### config.mk
export PLATFORM = sky130hd
export DESIGN_NAME = cart_bank_mapper
export DESIGN_NICKNAME = d
export VERILOG_FILES = /design/src/rtl/cart_map_pkg.sv /design/src/rtl/strobe_sync.sv /design/src/rtl/cart_bank_mapper.sv
export SDC_FILE = /design/constraint.sdc
export NUM_CORES = 1
export LEC_CHECK = 0
export CORE_MARGIN = 4
export CORE_UTILIZATION = 30
export CTS_CLUSTER_DIAMETER = 30
export DETAILED_ROUTE_END_ITERATION = 6
export PLACE_DENSITY = 0.58
export SLEW_MARGIN = 10
export SYNTH_ARGS = -nofsm -noshare
export SYNTH_HDL_FRONTEND = slang
export SYNTH_HIERARCHICAL = 1
export SYNTH_SLANG_ARGS = --single-unit
### constraint.sdc
create_clock -name clk -period 2.6 [get_ports clk]
set_input_delay 0.52 -clock clk [delete_from_list [all_inputs] [get_ports clk]]
set_output_delay 0.52 -clock clk [all_outputs]
set_load 0.005 [all_outputs]
### src/rtl/cart_map_pkg.sv
// Shared types and constants for the HuCard-to-PSRAM bank mapper.
package cart_map_pkg;

   typedef enum logic [2:0] {
      IDLE,
      RD,
      RD_HOLD,
      WR,
      WR_END
   } state_t;

   localparam int A20_BIT = 20;
   localparam int A19_BIT = 19;

   // Field split for the default four-slot build; other builds derive theirs the same way.
   localparam int NUM_BANKS_DEF = 4;
   localparam int IDX_W         = $clog2(NUM_BANKS_DEF);
   localparam int SLOT_LSB      = A19_BIT - IDX_W;

   function automatic logic [7:0] bit_rev8(input logic [7:0] b);
      logic [7:0] r;
      for (int i = 0; i < 8; i++) begin
         r[i] = b[7-i];
      end
      return r;
   endfunction

endpackage

### src/rtl/strobe_sync.sv
// Synchroniser for an active-low bus strobe with a one-cycle falling-edge pulse.
module strobe_sync #(
   parameter int STAGES = 2
) (
   input  logic clk,
   input  logic rst,
   input  logic strobe,
   output logic synced,
   output logic fall
);

   logic [STAGES-1:0] chain_p0;
   logic              prev_p1;

   always_ff @(posedge clk or posedge rst) begin
      if (rst) begin
         chain_p0 <= '1;
         prev_p1  <= 1'b1;
      end else begin
         chain_p0 <= {chain_p0[STAGES-2:0], strobe};
         prev_p1  <= chain_p0[STAGES-1];
      end
   end

   assign synced = chain_p0[STAGES-1];
   assign fall   = prev_p1 & ~chain_p0[STAGES-1];

endmodule

### src/rtl/cart_bank_mapper.sv
// HuCard bus to PSRAM mapper with SF2-style banking of the upper 512 KB window.
module cart_bank_mapper
   import cart_map_pkg::*;
#(
   parameter int          NUM_BANKS   = 4,
   parameter int          BANK_W      = 6,
   parameter logic [12:0] REG_BASE    = 13'h1FF0,
   parameter int          SYNC_STAGES = 2,
   parameter int          RD_CYC      = 3,
   parameter int          WR_CYC      = 4,
   parameter int          ROM_WR_EN   = 0
) (
   input  logic        clk,
   input  logic        rst,
   input  logic [20:0] cpu_addr,
   input  logic [7:0]  cpu_data_i,
   output logic [7:0]  cpu_data_o,
   output logic        cpu_data_oe,
   input  logic        cpu_oe,
   input  logic        cpu_we,
   input  logic        region,
   output logic [21:0] ram_addr,
   input  logic [15:0] ram_di,
   output logic [15:0] ram_do,
   output logic        ram_dq_oe,
   output logic        ram_ce,
   output logic        ram_oe,
   output logic        ram_we,
   output logic        ram_ub,
   output logic        ram_lb,
   output logic        map_wr,
   output logic        busy
);

   localparam int MAP_IDX_W    = $clog2(NUM_BANKS);
   localparam int MAP_SLOT_LSB = A19_BIT - MAP_IDX_W;
   localparam int WORD_W       = BANK_W + MAP_SLOT_LSB - 1;

   state_t              state, state_n;
   logic [3:0]          cnt, cnt_n;
   logic [19:0]         addr_q, addr_n;
   logic [7:0]          data_q, data_in, rd_byte;
   logic [BANK_W-1:0]   bank [NUM_BANKS];
   logic                oe_sync, we_sync, oe_fall, we_fall;
   logic                idle_req, reg_hit, start_rd, start_wr, reg_wr, capture;
   logic                wr_first_n, lane_on_n;
   logic [MAP_IDX_W-1:0] slot, reg_idx;

   strobe_sync #(.STAGES(SYNC_STAGES)) u_oe_sync (
      .clk(clk), .rst(rst), .strobe(cpu_oe), .synced(oe_sync), .fall(oe_fall)
   );

   strobe_sync #(.STAGES(SYNC_STAGES)) u_we_sync (
      .clk(clk), .rst(rst), .strobe(cpu_we), .synced(we_sync), .fall(we_fall)
   );

   assign data_in  = region ? bit_rev8(cpu_data_i) : cpu_data_i;
   assign reg_hit  = cpu_addr[12:MAP_IDX_W] == REG_BASE[12:MAP_IDX_W];
   assign reg_idx  = cpu_addr[MAP_IDX_W-1:0];
   assign idle_req = (state == IDLE) && !cpu_addr[A20_BIT];
   // A read edge wins over a simultaneous write edge, so writes are gated by !oe_fall.
   assign start_rd = idle_req && oe_fall;
   assign reg_wr   = idle_req && we_fall && !oe_fall && reg_hit;
   assign start_wr = idle_req && we_fall && !oe_fall && !reg_hit && (ROM_WR_EN != 0);
   assign addr_n   = (start_rd || start_wr) ? cpu_addr[19:0] : addr_q;

   assign slot    = addr_q[A19_BIT-1 -: MAP_IDX_W];
   assign rd_byte = addr_q[0] ? ram_di[7:0] : ram_di[15:8];
   assign ram_do  = {data_q, data_q};

   always_comb begin
      ram_addr = '0;
      if (addr_q[A19_BIT]) begin
         ram_addr[WORD_W-1:0] = {bank[slot], addr_q[MAP_SLOT_LSB-1:1]};
      end else begin
         ram_addr[17:0] = addr_q[18:1];
      end
   end

   always_comb begin
      state_n = state;
      cnt_n   = cnt;
      capture = 1'b0;
      case (state)
         IDLE: begin
            if (start_rd) begin
               state_n = RD;
               cnt_n   = '0;
            end else if (start_wr) begin
               state_n = WR;
               cnt_n   = '0;
            end
         end
         RD: begin
            if (cnt == 4'(RD_CYC - 1)) begin
               state_n = RD_HOLD;
               capture = 1'b1;
            end else begin
               cnt_n = cnt + 4'd1;
            end
         end
         RD_HOLD: begin
            if (oe_sync) state_n = IDLE;
         end
         WR: begin
            if (cnt == 4'(WR_CYC - 1)) begin
               state_n = WR_END;
               cnt_n   = '0;
            end else begin
               cnt_n = cnt + 4'd1;
            end
         end
         WR_END: begin
            // cnt==0 marks the single data-hold cycle after ram_we rises.
            if (cnt == '0) begin
               cnt_n = 4'd1;
            end else if (we_sync) begin
               state_n = IDLE;
            end
         end
         default: state_n = IDLE;
      endcase
   end

   assign wr_first_n = (state_n == WR_END) && (cnt_n == '0);
   assign lane_on_n  = (state_n == RD) || (state_n == WR) || wr_first_n;

   // Control outputs are registered from next-state so they change cleanly on the edge.
   always_ff @(posedge clk or posedge rst) begin
      if (rst) begin
         state       <= IDLE;
         cnt         <= '0;
         addr_q      <= '0;
         data_q      <= '0;
         cpu_data_o  <= '0;
         cpu_data_oe <= 1'b0;
         ram_dq_oe   <= 1'b0;
         ram_ce      <= 1'b1;
         ram_oe      <= 1'b1;
         ram_we      <= 1'b1;
         ram_ub      <= 1'b1;
         ram_lb      <= 1'b1;
         map_wr      <= 1'b0;
         busy        <= 1'b0;
         for (int k = 0; k < NUM_BANKS; k++) begin
            bank[k] <= BANK_W'(NUM_BANKS + k);
         end
      end else begin
         state  <= state_n;
         cnt    <= cnt_n;
         addr_q <= addr_n;
         if (start_wr) data_q <= data_in;
         if (reg_wr) bank[reg_idx] <= data_in[BANK_W-1:0];
         if (capture) cpu_data_o <= region ? bit_rev8(rd_byte) : rd_byte;
         cpu_data_oe <= (state_n == RD_HOLD) && !oe_sync;
         ram_dq_oe   <= (state_n == WR) || wr_first_n;
         ram_ce      <= !lane_on_n;
         ram_oe      <= !(state_n == RD);
         ram_we      <= !(state_n == WR);
         ram_ub      <= !(lane_on_n && !addr_n[0]);
         ram_lb      <= !(lane_on_n && addr_n[0]);
         map_wr      <= reg_wr;
         busy        <= state_n != IDLE;
      end
   end

endmodule

==> impl_metrics.ini, run 1 <==
[run_status]
outcome = finished clean

[critical_path]
worstPathRequired_ns = 2.08
worst-r2r-setup-slack_ns = 0.44
reg2reg_depth = 6
startpoint_type = flip-flop
rr_endpoint = ram_dq_oe
path_delay_family = multiplexers
startpoint = addr_q[17]
crit_chain = mux4_2, and2_1, clkdlybuf4s50_1
crit_fanout = 5
cp_slowest_cell = mux4_2
worstPathArrival_ns = 1.97
max_stage_delay_ns = 0.53
endpoint_kind = primary output
path_depth = 3
regToRegStartpoint = cnt[1]
endpoint = ram_addr[21]
crit_type = reg2out
path_buf_inv = 1

[placed_design]
placed_cell_area_um2 = 4670
post-dp-hpwl_um = 6000
io_buffers = 88
gp_congestion = 0.783

[clock_tree]
clkTransAtPathRegs_ns = 0.06
numCtsBuffers = 9
cts_root_buf = clkbuf_16
cts_buffer_depth = 2
worstSkewPairLatency_ns = 0.33
holdBufCountCts = 0
cts.htree.levels = 3
cts_sinks = 74
cts_tree = yes

[pwr]
p_int_mw = 3.26
p_leak_nw = 2.16
pwr-share-comb_pct = 34.4
power.total_mw = 4.61
ir_worst_vdd_mv = 0.457
netSwitchingFraction_pct = 29.3
p_sw_mw = 1.35
power_density_nw_per_um2 = 925
p_seq_share_pct = 39.0
pwr-share-clk_pct = 26.6

[hold_path]
hp-class = reg2reg

[synth]
syn_inst = 275
ys_warn_count = 6
syn_area_per_cell_um2 = 13.6
yosysSeqAreaShare_pct = 50.1
ys_async_sr_fraction_pct = 100
ys_seq_elements = 74
yosys_most_used_dff = dfrtp_1
synthDistinctLibCells = 51
synth_edf_count = 0
netlist_area_um2 = 3750

[grt]
antenna_found_initial = 0
grtUsageMet3_pct = 4.85
met1_usage_pct = 15.3
grt_pass1_wl_um = 13700
busiest_layer = met2
grt_usage_pct = 11.9
grt_util_met2_pct = 18.6
overflow = 0
grt_max_degree = 44
grt_pass1_vias = 2656

[drt]
viasPerCell = 4.57
drc_errors = 0
dr.pass1.iters = 4
drt-initial-drc-count = 91
via_count = 2420
wl_per_cell_um = 15.3
wl_um = 8120
ant_nets = 0

[finish]
drive_gt1_share_pct = 24.9
final_cell_mix = 88 x clkdlybuf4s50_1, 54 x dfrtp_1, 38 x mux2_1
n_fill_cell = 1167
final_area_um2 = 4980
multi_input_area_um2 = 1590
mostFrequentLayoutCell = clkdlybuf4s50_1
register_area_um2 = 1880
nNetsFinal = 410
antenna_cells = 0
area_growth_pct = 33.1

[timing]
tightestPinTransition_ns = 0.599
fin_crit_ns = 2.49
rsz0062_at_grt = false
final-max-slew-violation-count = 0
hold_ws_ns = 0.355
fin_crit_sh_pct = 95.7
fin_tns_setup_ns = 0
slew-limit-headroom_pct = 60.0
fin_skew_ns = 0.00782
setup_viol = 0
hold_viol = 0
max_freq_ghz = 0.402

[run]
drv_cap = 0

[floorplan]
dieHeight_um = 120
die_area_um2 = 14300
pin_count = 105
start_util_pct = 30.9
coreArea_um2 = 12100
die_w_um = 120
num_rows = 40
## layout make-up
| class | count | share of cell area [%] |
|---|---|---|
| Sequential cell | 74 | 37.7 |
| Multi-Input combinational cell | 163 | 31.9 |
| Timing Repair Buffer | 96 | 19.3 |
| Clock buffer | 11 | 4.87 |
| Tap cell | 168 | 4.22 |
| Clock inverter | 5 | 1.08 |
| Inverter | 13 | 0.979 |
## how the worst min path moves through the flow
| stage | start | depth (start not counted) | end | slack [ns] |
|---|---|---|---|---|
| global route | u_oe_sync/chain_p0[0] | 0 | u_oe_sync/chain_p0[1] | 0.36 |
| detailed placement | u_oe_sync/chain_p0[0] | 0 | u_oe_sync/chain_p0[1] | 0.35 |
| floorplan | u_oe_sync/chain_p0[0] | 0 | u_oe_sync/chain_p0[1] | 0.35 |
| finish | u_oe_sync/chain_p0[0] | 0 | u_oe_sync/chain_p0[1] | 0.36 |
| CTS | u_oe_sync/chain_p0[0] | 0 | u_oe_sync/chain_p0[1] | 0.36 |
| global placement | u_we_sync/chain_p0[0] | 0 | u_we_sync/chain_p0[1] | 0.35 |
## repair_timing
action / in CTS / in global routing
resized for setup: 1 / 0
buffers inserted: 0 / 2
setup endpoints to repair: 4 / 3
## synth_stat cells (all sizes together), types with 2 or more instances
| cell | instances | area share (%) |
|---|---|---|
| mux2 | 59 | 18 |
| dfrtp | 55 | 37 |
| buf | 36 | 7.3 |
| dfstp | 19 | 13 |
| inv | 13 | 1.3 |
| mux4 | 12 | 7.2 |
| nor2 | 8 | 0.80 |
| nand2 | 7 | 0.70 |
| and2 | 5 | 0.84 |
| nor3b | 5 | 1.6 |
| a21oi | 4 | 0.53 |
| clkbuf | 4 | 0.40 |
| mux2i | 4 | 1.1 |
| nor2b | 4 | 1.1 |
| ha | 3 | 1.0 |
| nand3b | 3 | 0.60 |
| a22oi | 2 | 0.40 |
| a31oi | 2 | 0.33 |
| a32oi | 2 | 0.47 |
| and3 | 2 | 0.37 |
| nand3 | 2 | 0.27 |
| nand4 | 2 | 0.33 |
| nor3 | 2 | 0.27 |
| nor4 | 2 | 0.73 |
| or3b | 2 | 0.53 |
## power by group through the flow
stage / logic, mW / clock network, mW / registers, mW
2_1_floorplan: 1.13 / 0 / 1.67
3_3_place_gp: 1.57 / 0 / 1.82
3_5_place_dp: 1.57 / 0 / 1.83
4_1_cts: 1.58 / 1.27 / 1.82
5_1_grt: 1.75 / 1.31 / 1.86
6_report: 1.59 / 1.23 / 1.80
## cells by family (layout without fill, tap and decap cells)
family	count (synthesis)	count (layout)	share of synthesized area, %
and+or+nand+nor	48	48	9.25
other	1	16	0.100
buffers and inverters	53	125	9.02
AOI/OAI and AO/OA	20	20	4.31
muxes	75	75	26.0
adders and majority gates	3	3	1.00
xor gates and xnor gates	1	1	0.234
DFF	74	74	50.1
## sequential cells by signal, summed over array words and instances, names as in the netlist, 2 cells and up
signal              cells
addr_q                 20
u_oe_sync/chain_p0      2
bank                   24
state                   3
cpu_data_o              8
u_we_sync/chain_p0      2
cnt                     4
## metrics by stage
| stage | cells | util, % | setup WS [ns] |
|---|---|---|---|
| CTS | 528 | 41.1 | 0.00821 |
| floorplan | 290 | - | 0.390 |
| finish | 530 | 41.2 | 0.112 |
| global route | 530 | 41.2 | 0.000406 |
| detailed placement | 512 | 38.6 | 0.0355 |
| global placement | 512 | 38.6 | 0.100 |
## routing by layer
metal	up-vias	part of all wire (%)	routed length (um)
met2	83	46	3740
met3	6	8.0	653
met5	-	0	0
met4	0	0.83	67
li1	1108	-	-
met1	1223	45	3660
No activity file was read; power rests on OpenSTA's default activity.
==> run 2: changes to the inputs <==
- HOLD_SLACK_MARGIN: not set -> 0.12
- TNS_END_PERCENT: not set -> 1
==> results of run 2 <==
Same layout as run 1: the final DEF is identical, and so are final timing and power.
